===== src/rtl/rf_pkg.sv =====
// Shared register-file widths and the writeback queue entry format.
package rf_pkg;

  localparam int unsigned REG_ADDR_W = 5;
  localparam int unsigned REG_DATA_W = 32;
  localparam logic [REG_ADDR_W-1:0] REG_ZERO = 5'd0;

  typedef struct packed {
    logic [REG_ADDR_W-1:0] addr;
    logic [REG_DATA_W-1:0] data;
  } wb_entry_t;

endpackage


===== src/rtl/rf_fwd_match.sv =====
// Forwarding search for one lookup port: scans queued entries oldest to youngest
// so the youngest matching entry ends up driving the result.
module rf_fwd_match
  import rf_pkg::*;
#(
  parameter int unsigned DEPTH = 4,
  localparam int unsigned PW   = $clog2(DEPTH),
  localparam int unsigned CW   = PW + 1
) (
  input  wb_entry_t              entries [DEPTH],
  input  logic [PW-1:0]          head,
  input  logic [CW-1:0]          count,
  input  logic [REG_ADDR_W-1:0]  addr,
  output logic                   hit,
  output logic [REG_DATA_W-1:0]  data
);

  logic [PW-1:0] idx;

  always_comb begin
    hit  = 1'b0;
    data = '0;
    idx  = '0;
    for (int unsigned i = 0; i < DEPTH; i++) begin
      idx = head + PW'(i);
      // Later (younger) matches overwrite earlier ones.
      if ((CW'(i) < count) && (addr != REG_ZERO) && (entries[idx].addr == addr)) begin
        hit  = 1'b1;
        data = entries[idx].data;
      end
    end
  end

endmodule


===== src/rtl/rf_write_buffer.sv =====
// Writeback queue in front of the register file's single write port, with
// two producers (A older, B younger), in-order drain and forwarding lookups.
module rf_write_buffer
  import rf_pkg::*;
#(
  parameter int unsigned DEPTH = 4,
  parameter int unsigned AW    = REG_ADDR_W,
  parameter int unsigned DW    = REG_DATA_W
) (
  input  logic                     clk,
  input  logic                     rst,
  input  logic                     a_valid,
  output logic                     a_ready,
  input  logic [AW-1:0]            a_addr,
  input  logic [DW-1:0]            a_data,
  input  logic                     b_valid,
  output logic                     b_ready,
  input  logic [AW-1:0]            b_addr,
  input  logic [DW-1:0]            b_data,
  output logic                     rf_we,
  output logic [AW-1:0]            rf_waddr,
  output logic [DW-1:0]            rf_wdata,
  input  logic [AW-1:0]            rs_addr,
  output logic                     rs_fwd_hit,
  output logic [DW-1:0]            rs_fwd_data,
  input  logic [AW-1:0]            rt_addr,
  output logic                     rt_fwd_hit,
  output logic [DW-1:0]            rt_fwd_data,
  output logic [$clog2(DEPTH):0]   pending
);

  localparam int unsigned PW = $clog2(DEPTH);
  localparam int unsigned CW = PW + 1;

  wb_entry_t     mem [DEPTH];
  logic [PW-1:0] head;
  logic [PW-1:0] tail;
  logic [PW-1:0] b_slot;
  logic [CW-1:0] count;
  logic [CW-1:0] free;
  logic          a_push;
  logic          b_push;
  logic          pop;

  // Readiness uses start-of-cycle occupancy; the same-cycle pop is not credited.
  always_comb begin
    free    = CW'(DEPTH) - count;
    a_ready = !rst && (free >= CW'(1));
    b_ready = !rst && (a_valid ? (free >= CW'(2)) : (free >= CW'(1)));
    a_push  = a_valid && a_ready && (a_addr != '0);
    b_push  = b_valid && b_ready && (b_addr != '0);
    pop     = (count != '0);
    b_slot  = a_push ? (tail + PW'(1)) : tail;
  end

  always_ff @(posedge clk or posedge rst) begin
    if (rst) begin
      head  <= '0;
      tail  <= '0;
      count <= '0;
    end else begin
      if (pop) head <= head + PW'(1);
      tail  <= tail + PW'(a_push) + PW'(b_push);
      count <= count + CW'(a_push) + CW'(b_push) - CW'(pop);
    end
  end

  // Storage needs no reset: occupancy alone defines which slots are live.
  always_ff @(posedge clk) begin
    if (a_push) mem[tail]   <= '{addr: a_addr, data: a_data};
    if (b_push) mem[b_slot] <= '{addr: b_addr, data: b_data};
  end

  always_comb begin
    rf_we    = pop;
    rf_waddr = pop ? mem[head].addr : '0;
    rf_wdata = pop ? mem[head].data : '0;
    pending  = count;
  end

  rf_fwd_match #(.DEPTH(DEPTH)) u_fwd_rs (
    .entries (mem),
    .head    (head),
    .count   (count),
    .addr    (rs_addr),
    .hit     (rs_fwd_hit),
    .data    (rs_fwd_data)
  );

  rf_fwd_match #(.DEPTH(DEPTH)) u_fwd_rt (
    .entries (mem),
    .head    (head),
    .count   (count),
    .addr    (rt_addr),
    .hit     (rt_fwd_hit),
    .data    (rt_fwd_data)
  );

endmodule

===== config.mk =====
export PLATFORM = sky130hd
export DESIGN_NAME = rf_write_buffer
export DESIGN_NICKNAME = d
export VERILOG_FILES = /design/src/rtl/rf_pkg.sv /design/src/rtl/rf_fwd_match.sv /design/src/rtl/rf_write_buffer.sv
export SDC_FILE = /design/constraint.sdc
export NUM_CORES = 1
export LEC_CHECK = 0
export BUFFER_PORTS_ARGS = -buffer_cell sky130_fd_sc_hd__buf_2
export CAP_MARGIN = 10
export CELL_PAD_IN_SITES_DETAIL_PLACEMENT = 0
export CELL_PAD_IN_SITES_GLOBAL_PLACEMENT = 1
export CORE_ASPECT_RATIO = 0.75
export CORE_UTILIZATION = 49
export DETAILED_ROUTE_END_ITERATION = 12
export GPL_ROUTABILITY_DRIVEN = 0
export PLACE_DENSITY = 0.95
export SETUP_SLACK_MARGIN = 0.5
export SYNTH_ARGS = -nofsm -noshare
export SYNTH_HDL_FRONTEND = slang
export SYNTH_SLANG_ARGS = --single-unit

===== constraint.sdc =====
create_clock -name clk -period 8.8 [get_ports clk]
set_input_delay 1.76 -clock clk [delete_from_list [all_inputs] [get_ports clk]]
set_output_delay 1.76 -clock clk [all_outputs]
set_load 0.02 [all_outputs]

==> flow_summary.json, run 1 <==
{
  "outcome": "complete, no violations",
  "grt_pass1_wl_mm": 75.51,
  "grt_pass1_vias": 13100,
  "vias_per_cell": 6.839,
  "tns_ns": 0,
  "total_power_mw": 7.472,
  "cts.sinks": 155,
  "fmax_mhz": 136.6,
  "fin_area_um2": 15290,
  "drt_iter0_drc": 1545,
  "final_nets": 1717,
  "yosysSeqAreaShare_pct": 22.89,
  "place_area_um2": 14680,
  "worstSetupEndpointType": "output pin",
  "fin_crit_sh_pct": 83.17,
  "power.density_nw_per_um2": 488.8,
  "initial_core_util_pct": 50.30,
  "coreArea_um2": 27260,
  "drive_gt1_share_pct": 24.08,
  "cts_buffer_depth": 2,
  "maxCapViolCount": 0,
  "multi_input_area_um2": 9853,
  "vdd.ir_drop.worst_mv": 0.2647,
  "netlist.area_leader.share_pct": 21.61,
  "place_ws_ns": 2.199,
  "routed_wirelength_mm": 48.44,
  "place_hpwl_mm": 31.13,
  "yosys.area.top_type": "dfxtp_1",
  "crit_type": "reg -> out",
  "final_common_cell": "mux2i_1",
  "cts_tree": "done",
  "worstMarginPinSlew_ns": 1.159,
  "ys_seq_elements": 155,
  "root_buffer": "clkbuf_16",
  "hold_buffers": 0,
  "setup_slack_ns": 1.481,
  "grt_use_total_pct": 33.91,
  "synth_edf_count": 0,
  "syn_to_final_growth_pct": 11.48,
  "fp.dieW_um": 195.2,
  "ys.flop_type": "dfxtp_1",
  "fp.dieH_um": 146.9,
  "fin_util_pct": 56.07,
  "synthesis.nets": 1630,
  "leakage_nw": 6.827,
  "finClkSkew_ns": 0.01039,
  "via_count": 13550,
  "grt-ovfl-total": 0,
  "numCtsBuffers": 17,
  "port_buffers": 196,
  "antenna_left": 0,
  "crit_start": "head[1]$_DFFE_PP0N_",
  "wire_per_inst_um": 24.44,
  "nFillCells": 2437,
  "slew_viol_final": 0,
  "finalCriticalPeriod_ns": 7.319,
  "yosysWarnings": 0,
  "hold_violations": 0,
  "async_flop_share_pct": 4.516,
  "worstReg2RegStart": "pending[0]$_DFF_PP0_",
  "critPathMaxFanout": 86,
  "crit_arrival_ns": 5.56,
  "clk_pin_slew_worst_paths_ns": 0.07,
  "antenna_found_initial": 4,
  "postCtsSetupBuffers": 0,
  "syn_area_per_cell_um2": 8.974,
  "slew_headroom_pct": 22.56,
  "holdCritPathClass": "reg -> reg",
  "netlist_area_um2": 13710,
  "ioPinCount": 197,
  "cts.repair.resized": 0,
  "route.detailed.drc": 0,
  "yosys.cell_types.count": 58,
  "h-tree-depth": 4,
  "mostFrequentLayoutCells": "233 x mux2i_1, 196 x buf_2, 148 x dfxtp_1",
  "dr.pass1.iters": 8,
  "rows": 52,
  "setup_viol": 0,
  "seq_area_um2": 3146,
  "synthTopCellsByArea": "dfxtp_1 22%, mux2i_1 17%, mux4_2 16%, a21oi_1 3.6%, a211oi_1 3.6%",
  "clk_latency_ns": 0.45,
  "grt_max_degree": 87,
  "grt_setup_unrepaired": "false",
  "hp-start": "mem[45]$_DFF_P_",
  "startpoint_type": "register",
  "dieArea_um2": 28660,
  "netlist_instances": 1528,
  "crit_required_ns": 7.04
}
[synthesized netlist by cell type, types with 3 or more instances]
library cell  instances
nand2_2               5
nand4_1              16
buf_4                 8
nor2_1              125
buf_6                 8
nand3_1               9
mux2i_1             233
o21ai_0              80
dfrtp_1               7
xor2_1                8
inv_1                14
nor2b_1              10
xnor2_2               6
fa_1                  3
nor3_1               53
buf_1                 7
mux4_2              100
nand2_1             122
a31oi_1              13
dfxtp_1             148
clkbuf_1             73
o31ai_1              32
and3_1               16
and2_1               58
nor4_1                5
a2111oi_0            16
buf_2                59
nor3b_1               9
o211ai_1              3
a211oi_1             65
ha_1                 11
o31a_1                9
a211oi_2              3
xnor2_1              26
nor3b_2               7
a311oi_1             33
or4_1                 3
a21oi_1              99
or3_1                 3
[report_power, final]
part | internal (mW) | leakage [nW] | switching, mW
combinational | 2.10 | 5.22 | 2.98
sequential | 1.09 | 1.33 | 0.534
clock | 0.434 | 0.285 | 0.342
total | 3.62 | 6.83 | 3.86
[path summary, 6_finish.rpt]
path | endpoint | slack [ns] | depth (start not counted)
min in group asynchronous | head[0]$_DFFE_PP0N_ | 1.27 | 2
max reg2reg | mem[55]$_DFF_P_ | 5.00 | 10
max in group asynchronous | head[1]$_DFFE_PP0N_ | 7.26 | 2
max | rt_fwd_data[9] | 1.48 | 9
min | mem[45]$_DFF_P_ | 0.56 | 2
min reg2reg | mem[45]$_DFF_P_ | 0.56 | 2
[per-stage QoR]
step | std cells | hold WS, ns
floorplan | 1528 | 0.5220
global placement | 1947 | 0.5467
detailed placement | 1947 | 0.5531
CTS | 1979 | 0.5614
global route | 1982 | 0.5856
finish | 1982 | 0.5646
[state kept, by name, summed over array words and instances, names as in the netlist]
signal / count
head: 2
mem: 148
pending: 3
tail: 2
[per-layer routing]
metal / share of wire, % / global-route usage, % / up-vias / wire length, µm
met1: 41 / 46.10 / 6443 / 19620
met4: 3.1 / 13.23 / 2 / 1504
met5: 0.027 / 0 / - / 13
met3: 13 / 8.724 / 134 / 6082
met2: 44 / 51.57 / 1025 / 21210
li1: - / - / 5950 / -
[cell families after synthesis]
kind of cell | count (synthesis) | synth area share (%)
AOI/OAI and AO/OA | 364 | 17.36
xor gates and xnor gates | 40 | 2.883
adders and majority gates | 14 | 1.442
buffers and inverters | 170 | 5.849
DFF | 155 | 22.89
muxes | 335 | 33.60
and+or+nand+nor | 450 | 15.98
[area by class of cell]
cell class                      instances  share of cell area (%)
Antenna cell                            3                 0.04911
Clock buffer                           19                   2.898
Clock inverter                         13                   1.031
Inverter                               15                  0.3683
Multi-Input combinational cell       1203                   64.46
Sequential cell                       155                   20.58
Tap cell                              351                   2.873
Timing Repair Buffer                  223                   7.743
[critical path, cell delays in order, from the launching register on]
cell,delay (ns)
dfrtp_4,1.01
buf_4,0.98
inv_2,0.49
buf_4,0.40
nor3_1,0.29
o211a_1,0.17
buf_4,0.45
a21oi_4,0.40
a211oi_1,0.57
buf_2,0.27
No activity file was read; power rests on OpenSTA's default activity.
==> inputs of run 2 (changes only) <==
- CORE_UTILIZATION: 49 -> 45
- PLACE_DENSITY: 0.95 -> 0.89
- clock period: 8.8 -> 7.4 ns (I/O delays scaled with it)
==> run 2 against run 1 <==
Effect of this change: critical path depth stayed put; via count fell by 2.4%; sequential power up 18%; flip-flop and latch count did not move; critical path type unchanged; largest power group unchanged.
==> flow_summary.json, run 2 (synthesis results as in run 1) <==
{
  "largest_reg_flops": 148,
  "grt_pass1_vias": 12300,
  "fin_crit_sh_pct": 85.28,
  "coreArea_um2": 29530,
  "clk_latency_ns": 0.45,
  "finClkSkew_ns": 0.01080,
  "antenna_left": 0,
  "postCtsSetupBuffers": 0,
  "final_cells": 2024,
  "numCtsBuffers": 17,
  "via_count": 13230,
  "routed_wirelength_mm": 47.89,
  "dp.cells": 1991,
  "drive_gt1_share_pct": 24.22,
  "grt_setup_unrepaired": "false",
  "rows": 54,
  "vias_per_cell": 6.534,
  "cpPeakStageDelay_ns": 1.02,
  "grt-ovfl-total": 0,
  "hold_buffers": 0,
  "cts.repair.resized": 0,
  "cp_num_buf_inv": 3,
  "mostFrequentLayoutCells": "233 x mux2i_1, 196 x buf_2, 148 x dfxtp_1",
  "wire_per_inst_um": 23.66,
  "place_hpwl_mm": 32.50,
  "grt_use_total_pct": 30.56,
  "dieArea_um2": 31180,
  "holdCritPathClass": "reg -> reg",
  "clk_pin_slew_worst_paths_ns": 0.07,
  "final_common_cell": "mux2i_1",
  "setup_viol": 0,
  "finalCriticalPeriod_ns": 6.311,
  "crit_arrival_ns": 4.83,
  "largest_register": "mem",
  "fp.dieH_um": 153.2,
  "cts.sinks": 155,
  "antenna_found_initial": 6,
  "critical_path.top_delay_family": "compound AO/OA/AOI/OAI gates",
  "fp.dieW_um": 203.6,
  "ioPinCount": 197,
  "vdd.ir_drop.worst_mv": 0.2798,
  "slew_viol_final": 0,
  "h-tree-depth": 4,
  "path_cells": "buf_4 -> mux2i_1 -> xnor2_1 -> nor3_1 -> o21a_1 -> buf_4 -> a311oi_1 -> o31ai_1 -> buf_2",
  "nFillCells": 2711,
  "route.detailed.drc": 0,
  "slew_headroom_pct": 15.48,
  "power.density_nw_per_um2": 578.8,
  "hold_violations": 0,
  "startpoint_type": "register",
  "place_area_um2": 14740,
  "worstMarginPinSlew_ns": 1.268,
  "syn_to_final_growth_pct": 11.90,
  "initial_core_util_pct": 46.44,
  "crit_type": "reg -> out",
  "cts_tree": "done",
  "cts_buffer_depth": 2,
  "port_buffers": 196,
  "dr.pass1.iters": 7,
  "fin_area_um2": 15340,
  "fmax_mhz": 158.5,
  "crit_slowest_cell": "o21a_1",
  "crit_required_ns": 5.92,
  "grt_max_degree": 66,
  "drt_iter0_drc": 1565,
  "outcome": "complete, no violations",
  "worstSetupEndpointType": "output pin",
  "tns_ns": 0,
  "root_buffer": "clkbuf_16",
  "critPathMaxFanout": 47,
  "maxCapViolCount": 0,
  "grt_pass1_wl_mm": 73.31,
  "crit_top_cell": "buf_4",
  "final_nets": 1720,
  "leakage_nw": 6.850
}
[run 2: metrics by stage]
stage / utilization, % / power (mW) / worst slack [ns] / hold WS, ns
final: 51.97 / 8.881 / 1.089 / 0.5680
after floorplan: - / 6.160 / 2.245 / 0.5220
after global routing: 51.96 / 9.368 / 0.8801 / 0.6001
after detailed placement: 49.94 / 7.819 / 1.548 / 0.5578
after global placement: 49.94 / 7.711 / 1.538 / 0.5410
after CTS: 51.96 / 8.763 / 1.168 / 0.5664
[run 2: per-layer routing]
layer / vias up / track usage [%] / routed length [µm]
met5: - / 0 / 48
met4: 8 / 11.67 / 1356
met3: 97 / 8.529 / 5615
met2: 832 / 44.63 / 20500
met1: 6337 / 42.57 / 20370
li1: 5951 / - / -
[run 2: worst min-delay path: stages, from the launching register on]
cell	delay, ns
dfxtp_1	0.33
mux2i_1	0.12
o21ai_0	0.08
[run 2: worst paths after layout]
check,cells past startpoint,from,slack (ns),to
worst min register to register,2,mem[8]$_DFF_P_,0.57,mem[8]$_DFF_P_
worst max-delay path,9,head[0]$_DFFE_PP0N_,1.09,rs_fwd_data[9]
worst max register to register,10,pending[0]$_DFF_PP0_,3.54,mem[2]$_DFF_P_
min in group asynchronous,2,rst,1.01,head[1]$_DFFE_PP0N_
max in group asynchronous,2,rst,6.10,head[0]$_DFFE_PP0N_
worst min-delay path,2,mem[8]$_DFF_P_,0.57,mem[8]$_DFF_P_
[run 2: final cells by class]
cell class / instances / area [µm²] / area share (%)
antenna: 1 / 2.502 / 0.01631
timing repair buffer: 226 / 1206 / 7.861
clock inverter: 13 / 153.9 / 1.003
multi-input combinational: 1203 / 9846 / 64.17
inverter: 15 / 56.30 / 0.3670
clock buffer: 19 / 442.9 / 2.887
tap: 392 / 490.5 / 3.197
sequential: 155 / 3146 / 20.50
[run 2: power breakdown]
group | internal, mW | switching (mW) | total, mW | leakage (nW)
clock network | 0.514 | 0.405 | 0.919 | 0.287
registers | 1.29 | 0.611 | 1.91 | 1.33
logic | 2.50 | 3.56 | 6.06 | 5.24
total | 4.31 | 4.58 | 8.88 | 6.85
